**src/rtl/fetch_unit.sv**
```systemverilog
// Program counter and fetch sequencer for the 9-bit accumulator core.
// Computes the next PC from decoder branch requests, a 16-entry target LUT and start/halt control.
module fetch_unit #(
   parameter int PC_W      = 10,
   parameter int LUT_DEPTH = 16,
   parameter int CNT_W     = 16
) (
   input  logic              CLK,
   input  logic              RESET,
   input  logic              START,
   input  logic [PC_W-1:0]   START_ADDR,
   input  logic [8:0]        INSTR,
   input  logic              BRANCH,
   input  logic              LOOKUP2,
   input  logic              ZERO,
   input  logic              DONE_IN,
   input  logic              LUT_WE,
   input  logic [3:0]        LUT_WADDR,
   input  logic [PC_W-1:0]   LUT_WDATA,
   output logic [PC_W-1:0]   PC,
   output logic              FETCH_EN,
   output logic              HALTED,
   output logic [CNT_W-1:0]  CYCLE_CNT
);

   typedef enum logic [1:0] {
      S_IDLE = 2'd0,
      S_RUN  = 2'd1,
      S_HALT = 2'd2
   } state_t;

   state_t            state_q, state_d;
   logic [PC_W-1:0]   pc_q, pc_d;
   logic [CNT_W-1:0]  cnt_q, cnt_d;
   logic [PC_W-1:0]   lut_q [LUT_DEPTH];
   logic [LUT_DEPTH-1:0] lut_wsel;
   logic [PC_W-1:0]   offset_ext;
   logic [PC_W-1:0]   lut_target;

   // The opcode MSB plays no part in PC sequencing.
   logic unused_instr_msb;
   assign unused_instr_msb = INSTR[8];

   genvar gi;
   generate
      for (gi = 0; gi < LUT_DEPTH; gi++) begin : g_lut_wsel
         assign lut_wsel[gi] = LUT_WE && (LUT_WADDR == 4'(gi));
      end
   endgenerate

   // Reads see the pre-edge contents, so a same-cycle write is not forwarded.
   always_ff @(posedge CLK) begin
      for (int i = 0; i < LUT_DEPTH; i++) begin
         if (RESET) begin
            lut_q[i] <= '0;
         end else if (lut_wsel[i]) begin
            lut_q[i] <= LUT_WDATA;
         end
      end
   end

   assign lut_target = lut_q[INSTR[3:0]];
   assign offset_ext = {{(PC_W-8){INSTR[7]}}, INSTR[7:0]};

   always_comb begin
      state_d = state_q;
      pc_d    = pc_q;
      cnt_d   = cnt_q;
      case (state_q)
         S_RUN: begin
            if (cnt_q != {CNT_W{1'b1}}) begin
               cnt_d = cnt_q + 1'b1;
            end
            if (DONE_IN) begin
               state_d = S_HALT;
            end else if (BRANCH && ZERO && LOOKUP2) begin
               pc_d = lut_target;
            end else if (BRANCH && ZERO) begin
               pc_d = pc_q + offset_ext;
            end else begin
               pc_d = pc_q + 1'b1;
            end
         end
         default: begin
            // IDLE and HALT share the start/restart behaviour.
            if (START) begin
               state_d = S_RUN;
               pc_d    = START_ADDR;
               cnt_d   = '0;
            end
         end
      endcase
   end

   always_ff @(posedge CLK) begin
      if (RESET) begin
         state_q <= S_IDLE;
         pc_q    <= '0;
         cnt_q   <= '0;
      end else begin
         state_q <= state_d;
         pc_q    <= pc_d;
         cnt_q   <= cnt_d;
      end
   end

   assign PC        = pc_q;
   assign FETCH_EN  = (state_q == S_RUN);
   assign HALTED    = (state_q == S_HALT);
   assign CYCLE_CNT = cnt_q;

endmodule

```
**config.mk**
```make
export PLATFORM = sky130hd
export DESIGN_NAME = fetch_unit
export DESIGN_NICKNAME = d
export VERILOG_FILES = /design/src/rtl/fetch_unit.sv
export SDC_FILE = /design/constraint.sdc
export NUM_CORES = 1
export LEC_CHECK = 0
export CAP_MARGIN = 20
export CORE_AREA = 5 5 147 149
export DETAILED_ROUTE_END_ITERATION = 10
export DIE_AREA = 0 0 152 154
export DONT_BUFFER_PORTS = 1
export SYNTH_ARGS = -nofsm -noshare
export SYNTH_HDL_FRONTEND = slang
export SYNTH_SLANG_ARGS = --single-unit
```
**constraint.sdc**
```tcl
create_clock -name CLK -period 3.59 [get_ports CLK]
set_clock_uncertainty 0.2 [all_clocks]
set_input_delay 0.5385 -clock CLK [delete_from_list [all_inputs] [get_ports CLK]]
set_output_delay 0.5385 -clock CLK [all_outputs]
set_load 0.02 [all_outputs]
```
==> results of run 1 <==
-- metrics by stage --
step,hold slack [ps],setup slack [ps]
detailed placement,271,732
global route,44.2,676
floorplan,253,595
CTS,37.6,941
global placement,254,791
finish,55.5,924
-- routing by layer --
layer / global-route usage [%] / part of all wire, % / up-vias
met5: 0 / 0 / -
met4: 6.93 / 2.6 / 0
met3: 5.85 / 7.4 / 38
met2: 30.5 / 47 / 205
met1: 24.5 / 43 / 2764
li1: - / - / 2614
-- flip-flops by register name, indices dropped and copies added, names as in the netlist --
signal,cells
CYCLE_CNT,16
PC,10
state_q,2
lut_q,160
-- worst max-delay path by stage --
stage | to | depth (start not counted)
CTS | CYCLE_CNT[15] | 8
global placement | PC[8] | 9
global route | CYCLE_CNT[15] | 8
finish | CYCLE_CNT[15] | 8
floorplan | PC[8] | 12
detailed placement | PC[8] | 9
-- report_power, final --
group | internal (uW) | switching [uW] | total [uW]
Combinational | 173 | 207 | 380
Clock | 996 | 912 | 1910
Sequential | 2490 | 62.3 | 2550
-- layout make-up --
class                   instances  area (um2)  share of cell area [%]
clock inverters                15         173                    1.71
repair buffers                 19         145                    1.44
multi-input cells             472        3610                    35.9
inverters                       3        11.3                   0.112
well taps                     270         338                    3.35
clock buffers                  17         425                    4.22
flip-flops and latches        188        5370                    53.3
-- Yosys cell counts, types with 2 or more instances --
| library cell | number |
|---|---|
| sky130_fd_sc_hd__nand4_1 | 5 |
| sky130_fd_sc_hd__mux4_1 | 5 |
| sky130_fd_sc_hd__nand2b_1 | 4 |
| sky130_fd_sc_hd__and3_1 | 12 |
| sky130_fd_sc_hd__nor2_1 | 49 |
| sky130_fd_sc_hd__a21oi_1 | 16 |
| sky130_fd_sc_hd__xor2_1 | 7 |
| sky130_fd_sc_hd__o31ai_1 | 3 |
| sky130_fd_sc_hd__edfxtp_1 | 160 |
| sky130_fd_sc_hd__nand2_1 | 25 |
| sky130_fd_sc_hd__mux4_2 | 35 |
| sky130_fd_sc_hd__nand3b_1 | 5 |
| sky130_fd_sc_hd__nand3_1 | 13 |
| sky130_fd_sc_hd__dfxtp_1 | 28 |
| sky130_fd_sc_hd__buf_1 | 2 |
| sky130_fd_sc_hd__mux2i_1 | 14 |
| sky130_fd_sc_hd__nor3_1 | 12 |
| sky130_fd_sc_hd__a21o_1 | 2 |
| sky130_fd_sc_hd__a31oi_1 | 9 |
| sky130_fd_sc_hd__a311oi_1 | 6 |
| sky130_fd_sc_hd__o221ai_1 | 5 |
| sky130_fd_sc_hd__buf_2 | 2 |
| sky130_fd_sc_hd__clkbuf_1 | 14 |
| sky130_fd_sc_hd__o21ai_0 | 32 |
| sky130_fd_sc_hd__mux2_2 | 2 |
| sky130_fd_sc_hd__ha_1 | 10 |
| sky130_fd_sc_hd__nor2b_1 | 5 |
| sky130_fd_sc_hd__clkbuf_8 | 4 |
| sky130_fd_sc_hd__nor4_1 | 4 |
| sky130_fd_sc_hd__xnor2_1 | 7 |
| sky130_fd_sc_hd__inv_1 | 2 |
| sky130_fd_sc_hd__and2_1 | 163 |
| sky130_fd_sc_hd__buf_6 | 5 |
| sky130_fd_sc_hd__and4_1 | 4 |
-- worst reg2reg max path: cells and delay by family, from the launching register on --
family / cells / cell delay (ps)
buffers and inverters: 2 / 660
AOI/OAI and AO/OA: 3 / 440
and+or+nand+nor: 3 / 920
DFF: 1 / 340
-- kinds of logic (layout without fill, tap and decap cells) --
group,after synthesis,after routing
muxes,57,57
xor gates and xnor gates,14,14
buffers and inverters,34,54
DFF,188,188
adders and majority gates,11,11
and+or+nand+nor,305,305
AOI/OAI and AO/OA,85,85
==> impl_metrics.env, run 1 <==
export IMPL_outcome="finished, final reports clean"
export IMPL_buffer_ports_inserted=0
export IMPL_critical_path_startpoint_type="flip-flop"
export IMPL_setup_worst_path_end_class="flip-flop"
export IMPL_timing_hold_violations_final=0
export IMPL_synthTopCellsByArea="sky130_fd_sc_hd__edfxtp_1 (52%), sky130_fd_sc_hd__and2_1 (11%), sky130_fd_sc_hd__mux4_2 (8.6%)"
export IMPL_ctsResizeCount=0
export IMPL_cts_sink_count=188
export IMPL_cts_hold_buffers_added=1
export IMPL_irDropWorstVdd_v=0.000318
export IMPL_grt_max_degree=42
export IMPL_crit_reg2reg_capture="CYCLE_CNT[15]"
export IMPL_finish_utilization_pct=50.3
export IMPL_timing_critical_path_slowest_stage_cell="sky130_fd_sc_hd__nor2_1"
export IMPL_yosys_area_top_type="sky130_fd_sc_hd__edfxtp_1"
export IMPL_cts_root_to_sink_buffers=2
export IMPL_totalNegativeSetupSlack_ps=0
export IMPL_postCtsSetupBuffers=0
export IMPL_numPlacedInstances=951
export IMPL_power_per_cell_area_nw_per_um2=480
export IMPL_layout_worst_path_cycle_share_pct=74.3
export IMPL_floorplan_initialDensity_pct=46.0
export IMPL_max_cap_violations=0
export IMPL_cts_tree="yes"
export IMPL_min_path_type="input port to flip-flop"
export IMPL_place_detailed_hpwl_mm=14.6
export IMPL_worst_path_buf_inv=2
export IMPL_horizontal_extent_of_the_die_um=152
export IMPL_worstRegToRegCells=8
export IMPL_drcViolationCount=0
export IMPL_die_y_um=154
export IMPL_post_route_minimum_period_ps=2670
export IMPL_wirelength_mm=22.1
export IMPL_synth_fp_nets=746
export IMPL_cts_root_buffer_cell="sky130_fd_sc_hd__clkbuf_16"
export IMPL_setup_viol_count_final=0
export IMPL_clk_insertion_delay_late_ps=440
export IMPL_synth_simple_gate_area_share_pct=18.6
export IMPL_rr_startpoint="state_q[1]"
export IMPL_post_drt_via_cell_ratio=5.71
export IMPL_num_nets_final=753
export IMPL_crit_required_ps=3730
export IMPL_power_leakage_uw=0.00354
export IMPL_layout_commonest_cell="sky130_fd_sc_hd__and2_1"
export IMPL_achievable_freq_mhz=375
export IMPL_placementRows=52
export IMPL_pin_slew_with_the_least_headroom_to_its_limit_ps=809
export IMPL_compound_gate_fraction_of_synth_area_pct=5.81
export IMPL_min_path_cells=2
export IMPL_worstHoldEndpoint="state_q[1]"
export IMPL_cts_made_buffers=17
export IMPL_grt_pass1_wl_mm=33.5
export IMPL_die_area_um2=23400
export IMPL_holdCritStartpoint="DONE_IN"
export IMPL_clk_pin_slew_ps=80
export IMPL_worst_slew_slack_as_a_fraction_of_its_limit_pct=45.8
export IMPL_routed_wire_length_per_instance_um=22.5
export IMPL_antenna_diode_count=0
export IMPL_ys_ff_latch=188
export IMPL_post_synth_cell_types=57
export IMPL_dominant_cell_type_by_count_on_the_critical_path="sky130_fd_sc_hd__nor2_1"
export IMPL_fin_area_um2=10100
export IMPL_synth_xor_xnor_area_share_pct=1.33
export IMPL_firstDrtPassIters=5
export IMPL_setup_repair_after_global_routing_missed_its_margin="false"
export IMPL_gpl_final_weighted_congestion=0.927
export IMPL_grt_antenna_before_repair=0
export IMPL_maxSlewViolCount=0
export IMPL_final_cell_mix="sky130_fd_sc_hd__and2_1 (163), sky130_fd_sc_hd__edfxtp_1 (160), sky130_fd_sc_hd__nor2_1 (49)"
export IMPL_dominant_combinational_cell_family_by_area_after_synthesis="simple AND/OR/NAND/NOR gates"
export IMPL_synth_area_mux_share_pct=11.9
export IMPL_htreeDepth=4
export IMPL_via_count=5621
export IMPL_postRouteAntennaNets=0
export IMPL_drive_gt1_share_pct=12.9
export IMPL_yosys_area_share_adder_pct=1.58
export IMPL_first_iter_violations=461
export IMPL_ff2ff_setup_slack_ps=920
export IMPL_post_synth_inst_count=694
export IMPL_finish_cell_count_without_fillers=984
export IMPL_postSynthAreaPerCell_um2=13.3
export IMPL_placed_area_um2=9460
export IMPL_crit_path_start="state_q[1]"
export IMPL_synth_edf_count=160
export IMPL_gr_total_overflow=0
export IMPL_power_total_uw=4840
export IMPL_path_cells="nand2b_1 -> buf_4 -> clkinv_1 -> nor2_1 -> a31oi_1 -> nor2_1 -> o21ai_0 -> o41ai_1"
export IMPL_share_of_async_settable_or_async_resettable_flops_after_synthesis_pct=0
export IMPL_dominantRegCellSynth="sky130_fd_sc_hd__edfxtp_1"
export IMPL_cp_data_arrival_time_ps=2810
export IMPL_synth_sequential_area_ratio_pct=58.2
export IMPL_first_global_vias=5778
export IMPL_synth_cell_area_um2=9210
export IMPL_slowest_delay_ps=460
export IMPL_areaGrowthSynthToFinish_pct=9.33
export IMPL_groute_usage_overall_pct=19.0
export IMPL_yosys_warnings=0
export IMPL_critical_path_class="flip-flop to flip-flop"
export IMPL_yosys_area_top_type_share_pct=52.2
export IMPL_coreArea_um2=20000
export IMPL_worst_path_dominant_cell_family="simple AND/OR/NAND/NOR gates"
export IMPL_top_level_ports=69
export IMPL_critical_path_max_fanout=20
export IMPL_fill_cells=1752
Note: power is estimated with default switching activity, not from simulation.
==> inputs of run 2 (changes only) <==
==> constraint.sdc (replaced) <==
create_clock -name CLK -period 2.4 [get_ports CLK]
set_clock_uncertainty 0.2 [all_clocks]
set_input_delay 0.36 -clock CLK [delete_from_list [all_inputs] [get_ports CLK]]
set_output_delay 0.36 -clock CLK [all_outputs]
set_load 0.02 [all_outputs]
==> run 2 against run 1 <==
  * The run now ends with hold timing left
  * Register-to-register slack got worse by 800 ps
  * Non-clock buffer count is 68 higher
  * Via count grew 6.7%
  * Total power rose by 48%
  * First-iteration DRC count up 23%
  * Flip-flop and latch count unchanged
  * Design area rose by 5.3%
  * Sequential power is 48% higher
  * Critical endpoint is now PC[8]
==> impl_metrics.env, run 2 (same netlist as run 1, synthesis figures left out) <==
export IMPL_outcome="complete, but fails checks"
export IMPL_violations="hold timing"
export IMPL_post_drt_via_cell_ratio=5.70
export IMPL_critical_path_class="flip-flop to flip-flop"
export IMPL_timing_critical_path_slowest_stage_cell="sky130_fd_sc_hd__fa_2"
export IMPL_clk_pin_slew_ps=70
export IMPL_crit_end="PC[8]"
export IMPL_min_path_type="input port to flip-flop"
export IMPL_buffer_ports_inserted=0
export IMPL_final_cell_mix="sky130_fd_sc_hd__and2_1 (163), sky130_fd_sc_hd__edfxtp_1 (160), sky130_fd_sc_hd__buf_4 (68)"
export IMPL_footprint_of_the_flip_flops_and_latches_um2=5370
export IMPL_firstDrtPassIters=5
export IMPL_slowest_delay_ps=380
export IMPL_ff2ff_setup_slack_ps=120
export IMPL_groute_usage_overall_pct=20.0
export IMPL_holdWs_ps=-1.75
export IMPL_setup_viol_count_final=0
export IMPL_irDropWorstVdd_v=0.000374
export IMPL_wirelength_mm=23.0
export IMPL_drive_gt1_share_pct=18.7
export IMPL_gr_total_overflow=0
export IMPL_die_y_um=154
export IMPL_drcViolationCount=0
export IMPL_coreArea_um2=20000
export IMPL_layout_commonest_cell="sky130_fd_sc_hd__and2_1"
export IMPL_path_cells="ha_2 -> fa_2 -> a21oi_2 -> o21ai_1 -> a221oi_2 -> xor2_1 -> nand2_1 -> a32o_1"
export IMPL_num_nets_final=821
export IMPL_layout_worst_path_cycle_share_pct=95.0
export IMPL_grt_max_degree=42
export IMPL_fin_area_um2=10600
export IMPL_cts_tree="yes"
export IMPL_postRouteAntennaNets=0
export IMPL_setup_repair_after_global_routing_missed_its_margin="false"
export IMPL_grt_antenna_before_repair=0
export IMPL_antenna_diode_count=0
export IMPL_largest_register_ff_count=160
export IMPL_grt_pass1_wl_mm=35.9
export IMPL_place_detailed_hpwl_mm=15.0
export IMPL_crit_required_ps=2520
export IMPL_placed_area_um2=9850
export IMPL_power_leakage_uw=0.00385
export IMPL_top_register="lut_q"
export IMPL_worstRegToRegCells=8
export IMPL_fill_cells=1720
export IMPL_power_total_uw=7170
export IMPL_top_level_ports=69
export IMPL_achievable_freq_mhz=439
export IMPL_cp_data_arrival_time_ps=2400
export IMPL_cts_made_buffers=17
export IMPL_timing_hold_violations_final=1
export IMPL_pin_slew_with_the_least_headroom_to_its_limit_ps=702
export IMPL_rr_startpoint="PC[0]"
export IMPL_crit_path_start="PC[0]"
export IMPL_clk_insertion_delay_late_ps=430
export IMPL_htreeDepth=4
export IMPL_max_cap_violations=0
export IMPL_maxSlewViolCount=0
export IMPL_first_iter_violations=569
export IMPL_floorplan_initialDensity_pct=46.0
export IMPL_cts_root_buffer_cell="sky130_fd_sc_hd__clkbuf_16"
export IMPL_cts_sink_count=188
export IMPL_first_global_vias=6194
export IMPL_post_route_minimum_period_ps=2280
export IMPL_worst_slew_slack_as_a_fraction_of_its_limit_pct=53.1
export IMPL_multiInputGateArea_um2=3640
export IMPL_via_count=5996
export IMPL_gpl_final_weighted_congestion=0.890
export IMPL_crit_reg2reg_capture="PC[8]"
export IMPL_horizontal_extent_of_the_die_um=152
export IMPL_placementRows=52
export IMPL_setup_worst_path_end_class="flip-flop"
export IMPL_cts_root_to_sink_buffers=2
export IMPL_routed_wire_length_per_instance_um=21.9
export IMPL_areaGrowthSynthToFinish_pct=15.1
export IMPL_power_per_cell_area_nw_per_um2=676
export IMPL_die_area_um2=23400
export IMPL_critical_path_max_fanout=2
export IMPL_critical_path_startpoint_type="flip-flop"
==> run 2: changes by cell type in the layout (fill, tap and decap cells not counted), sizes merged <==
cell | before | now
buf | 18 | 68
dlygate4sd3 | 1 | 19
bufinv | 1 | 0
clkinvlp | 2 | 3
==> run 2: layout make-up <==
class	count	area share, %
inverters	3	0.106
clock buffers	17	4.01
well taps	270	3.19
repair buffers	87	6.61
clock inverters	15	1.19
multi-input cells	472	34.3
flip-flops and latches	188	50.6
==> run 2: timing repair <==
| item | CTS | global route |
|---|---|---|
| setup buffers | 0 | 0 |
| endpoints found under the hold margin | 173 | 0 |
| pin swaps | 0 | 0 |
| setup endpoints to repair | 1 | 2 |
| hold buffers | 19 | 0 |
| resized for setup | 1 | 2 |
==> run 2: worst max-delay path, delay by kind of cell, from the launching register on <==
kind	cells	cell delay (ps)
AND/OR/NAND/NOR	1	70
XOR/XNOR	1	180
flip-flops	1	320
AO/OA/AOI/OAI	4	820
adder cells (fa/ha/maj)	2	580
==> run 2: worst min path at each step <==
| stage | from | endpoint | cells past startpoint |
|---|---|---|---|
| finish | INSTR[3] | PC[3] | 2 |
| detailed placement | RESET | state_q[1] | 1 |
| global route | INSTR[3] | PC[3] | 2 |
| floorplan | state_q[1] | state_q[1] | 2 |
| global placement | RESET | state_q[1] | 1 |
| CTS | INSTR[3] | PC[3] | 2 |
==> run 2: where the power goes <==
part,internal (uW),switching (uW),total [uW],leakage [uW]
Clock,1360,1300,2670,0.000266
Combinational,322,402,724,0.00183
Sequential,3720,60.5,3780,0.00176
==> run 2: layer usage <==
| metal | share of wire, % | track usage [%] |
|---|---|---|
| met1 | 43 | 27.4 |
| met2 | 47 | 31.7 |
| met3 | 7.8 | 4.95 |
| met4 | 2.3 | 6.42 |
| met5 | 0 | 0 |
==> run 2: stage by stage <==
step,setup TNS [ps],setup WS (ps),std cells,utilization (%)
6_report,0,121,1052,52.9
3_3_place_gp,-151,-96.4,1001,49.1
4_1_cts,0,10.8,1052,52.9
5_1_grt,0,28.1,1052,52.9
3_5_place_dp,-260,-141,1001,49.1
2_1_floorplan,-330,-330,694,-
==> inputs of run 3 (changes only) <==
--- a/config.mk
+++ b/config.mk
@@ -6,9 +6,10 @@
 export NUM_CORES = 1
 export LEC_CHECK = 0
 export CAP_MARGIN = 20
-export CORE_AREA = 5 5 147 149
+export CORE_AREA = 5 5 148 150
+export CTS_CLUSTER_DIAMETER = 120
 export DETAILED_ROUTE_END_ITERATION = 10
-export DIE_AREA = 0 0 152 154
+export DIE_AREA = 0 0 153 155
 export DONT_BUFFER_PORTS = 1
 export SYNTH_ARGS = -nofsm -noshare
 export SYNTH_HDL_FRONTEND = slang
==> run 3 against run 2 <==
  * The run still ends with hold timing left
  * Critical endpoint unchanged
  * Non-clock buffer count shrank 8
  * Total power is 1.8% higher
  * Clock-buffer cell count up 1
==> impl_metrics.env, run 3 (same netlist as run 1, synthesis figures left out) <==
export IMPL_totalNegativeSetupSlack_ps=0
export IMPL_achievable_freq_mhz=436
export IMPL_path_cells="ha_2 -> fa_2 -> a21oi_2 -> o21ai_1 -> a221oi_1 -> xor2_1 -> nand2_1 -> a32o_1"
export IMPL_setup_viol_count_final=0
export IMPL_grt_pass1_wl_mm=34.4
export IMPL_crit_path_start="PC[0]"
export IMPL_fin_area_um2=10600
export IMPL_place_detailed_hpwl_mm=15.2
export IMPL_placed_area_um2=9800
export IMPL_worst_path_buf_inv=0
export IMPL_critical_path_class="flip-flop to flip-flop"
export IMPL_largest_register_ff_count=160
export IMPL_critical_path_max_fanout=2
export IMPL_power_leakage_uw=0.00383
export IMPL_firstDrtPassIters=5
export IMPL_first_global_vias=5978
export IMPL_die_area_um2=23700
export IMPL_worst_slew_slack_as_a_fraction_of_its_limit_pct=52.3
export IMPL_violations="hold timing"
export IMPL_rr_startpoint="PC[0]"
export IMPL_routed_wire_length_per_instance_um=21.9
export IMPL_coreArea_um2=20600
export IMPL_die_y_um=155
export IMPL_final_cell_mix="sky130_fd_sc_hd__and2_1 (163), sky130_fd_sc_hd__edfxtp_1 (160), sky130_fd_sc_hd__buf_4 (61)"
export IMPL_power_per_cell_area_nw_per_um2=690
export IMPL_outcome="complete, but fails checks"
export IMPL_layout_worst_path_cycle_share_pct=95.6
export IMPL_gr_total_overflow=0
export IMPL_htreeDepth=4
export IMPL_buffer_ports_inserted=0
export IMPL_top_level_ports=69
export IMPL_first_iter_violations=480
export IMPL_post_route_minimum_period_ps=2290
export IMPL_cts_root_buffer_cell="sky130_fd_sc_hd__clkbuf_16"
export IMPL_timing_critical_path_slowest_stage_cell="sky130_fd_sc_hd__fa_2"
export IMPL_horizontal_extent_of_the_die_um=153
export IMPL_ff2ff_setup_slack_ps=110
export IMPL_grt_max_degree=42
export IMPL_max_cap_violations=0
export IMPL_irDropWorstVdd_v=0.000485
export IMPL_via_count=6000
export IMPL_cts_root_to_sink_buffers=2
export IMPL_post_drt_via_cell_ratio=5.71
export IMPL_placementRows=53
export IMPL_clk_insertion_delay_late_ps=430
export IMPL_drcViolationCount=0
export IMPL_clk_pin_slew_ps=80
export IMPL_cts_made_buffers=17
export IMPL_holdWs_ps=-16.6
export IMPL_finish_utilization_pct=51.5
export IMPL_cp_data_arrival_time_ps=2420
export IMPL_top_register="lut_q"
export IMPL_num_nets_final=813
export IMPL_holdCritStartpoint="RESET"
export IMPL_min_path_type="input port to flip-flop"
export IMPL_timing_hold_violations_final=1
export IMPL_areaGrowthSynthToFinish_pct=14.8
export IMPL_wirelength_mm=23.0
export IMPL_worst_path_dominant_cell_family="compound AO/OA/AOI/OAI gates"
export IMPL_setup_repair_after_global_routing_missed_its_margin="false"
export IMPL_grt_antenna_before_repair=1
export IMPL_setup_worst_path_end_class="flip-flop"
export IMPL_postRouteAntennaNets=0
export IMPL_groute_usage_overall_pct=19.2
export IMPL_gpl_final_weighted_congestion=0.894
export IMPL_crit_required_ps=2530
export IMPL_critical_path_startpoint_type="flip-flop"
export IMPL_pin_slew_with_the_least_headroom_to_its_limit_ps=714
export IMPL_slowest_delay_ps=380
export IMPL_maxSlewViolCount=0
export IMPL_cts_sink_count=188
export IMPL_layout_commonest_cell="sky130_fd_sc_hd__and2_1"
export IMPL_drive_gt1_share_pct=18.0
export IMPL_cts_tree="yes"
export IMPL_floorplan_initialDensity_pct=44.8
## run 3: report_power, final
part	total (uW)	switching [uW]	leakage, uW	internal [uW]
registers	3790	63.6	0.00176	3720
logic	707	396	0.00179	311
clock network	2810	1310	0.000284	1500
total	7300	1770	0.00383	5540
## run 3: stage by stage
step,instances,total power (uW),worst slack (ps),hold slack [ps]
final,1051,7300,106,-16.6
after floorplan,694,4340,-330,253
after global routing,1049,7540,21.4,8.95
after CTS,1046,7350,1.17,-213
after global placement,999,4470,-66.7,239
after detailed placement,999,4500,-117,244
## run 3: final timing paths
kind	endpoint	cells past startpoint
hold / removal	PC[7]	3
setup reg to reg	PC[8]	8
setup / recovery	PC[8]	8
hold reg to reg	CYCLE_CNT[1]	2
## run 3: layout make-up
cell class	instances	area, um2
sequential	188	5370
antenna	2	5.00
timing repair buffer	79	638
clock buffer	18	439
fill	1782	9980
tap	275	344
clock inverter	14	149
multi-input combinational	472	3630
inverter	3	11.3
## run 3: timing repair
item / in CTS / in global routing
endpoints found under the hold margin: 172 / 6
hold buffers: 15 / 3
setup buffers: 0 / 0
endpoints found under the setup margin: 0 / 2
gates resized for setup: 0 / 2
## run 3: tightest hold or removal path, delay by kind of cell
kind | cells | cell delay (ps)
AO/OA/AOI/OAI | 2 | 170
AND/OR/NAND/NOR | 1 | 40
## run 3: layer usage
metal | vias up | track usage [%] | wire length, um
met5 | - | 0 | 0
met2 | 233 | 31.5 | 11000
met1 | 2995 | 24.6 | 9310
li1 | 2741 | - | -
met3 | 31 | 5.34 | 2040
met4 | 0 | 6.92 | 648
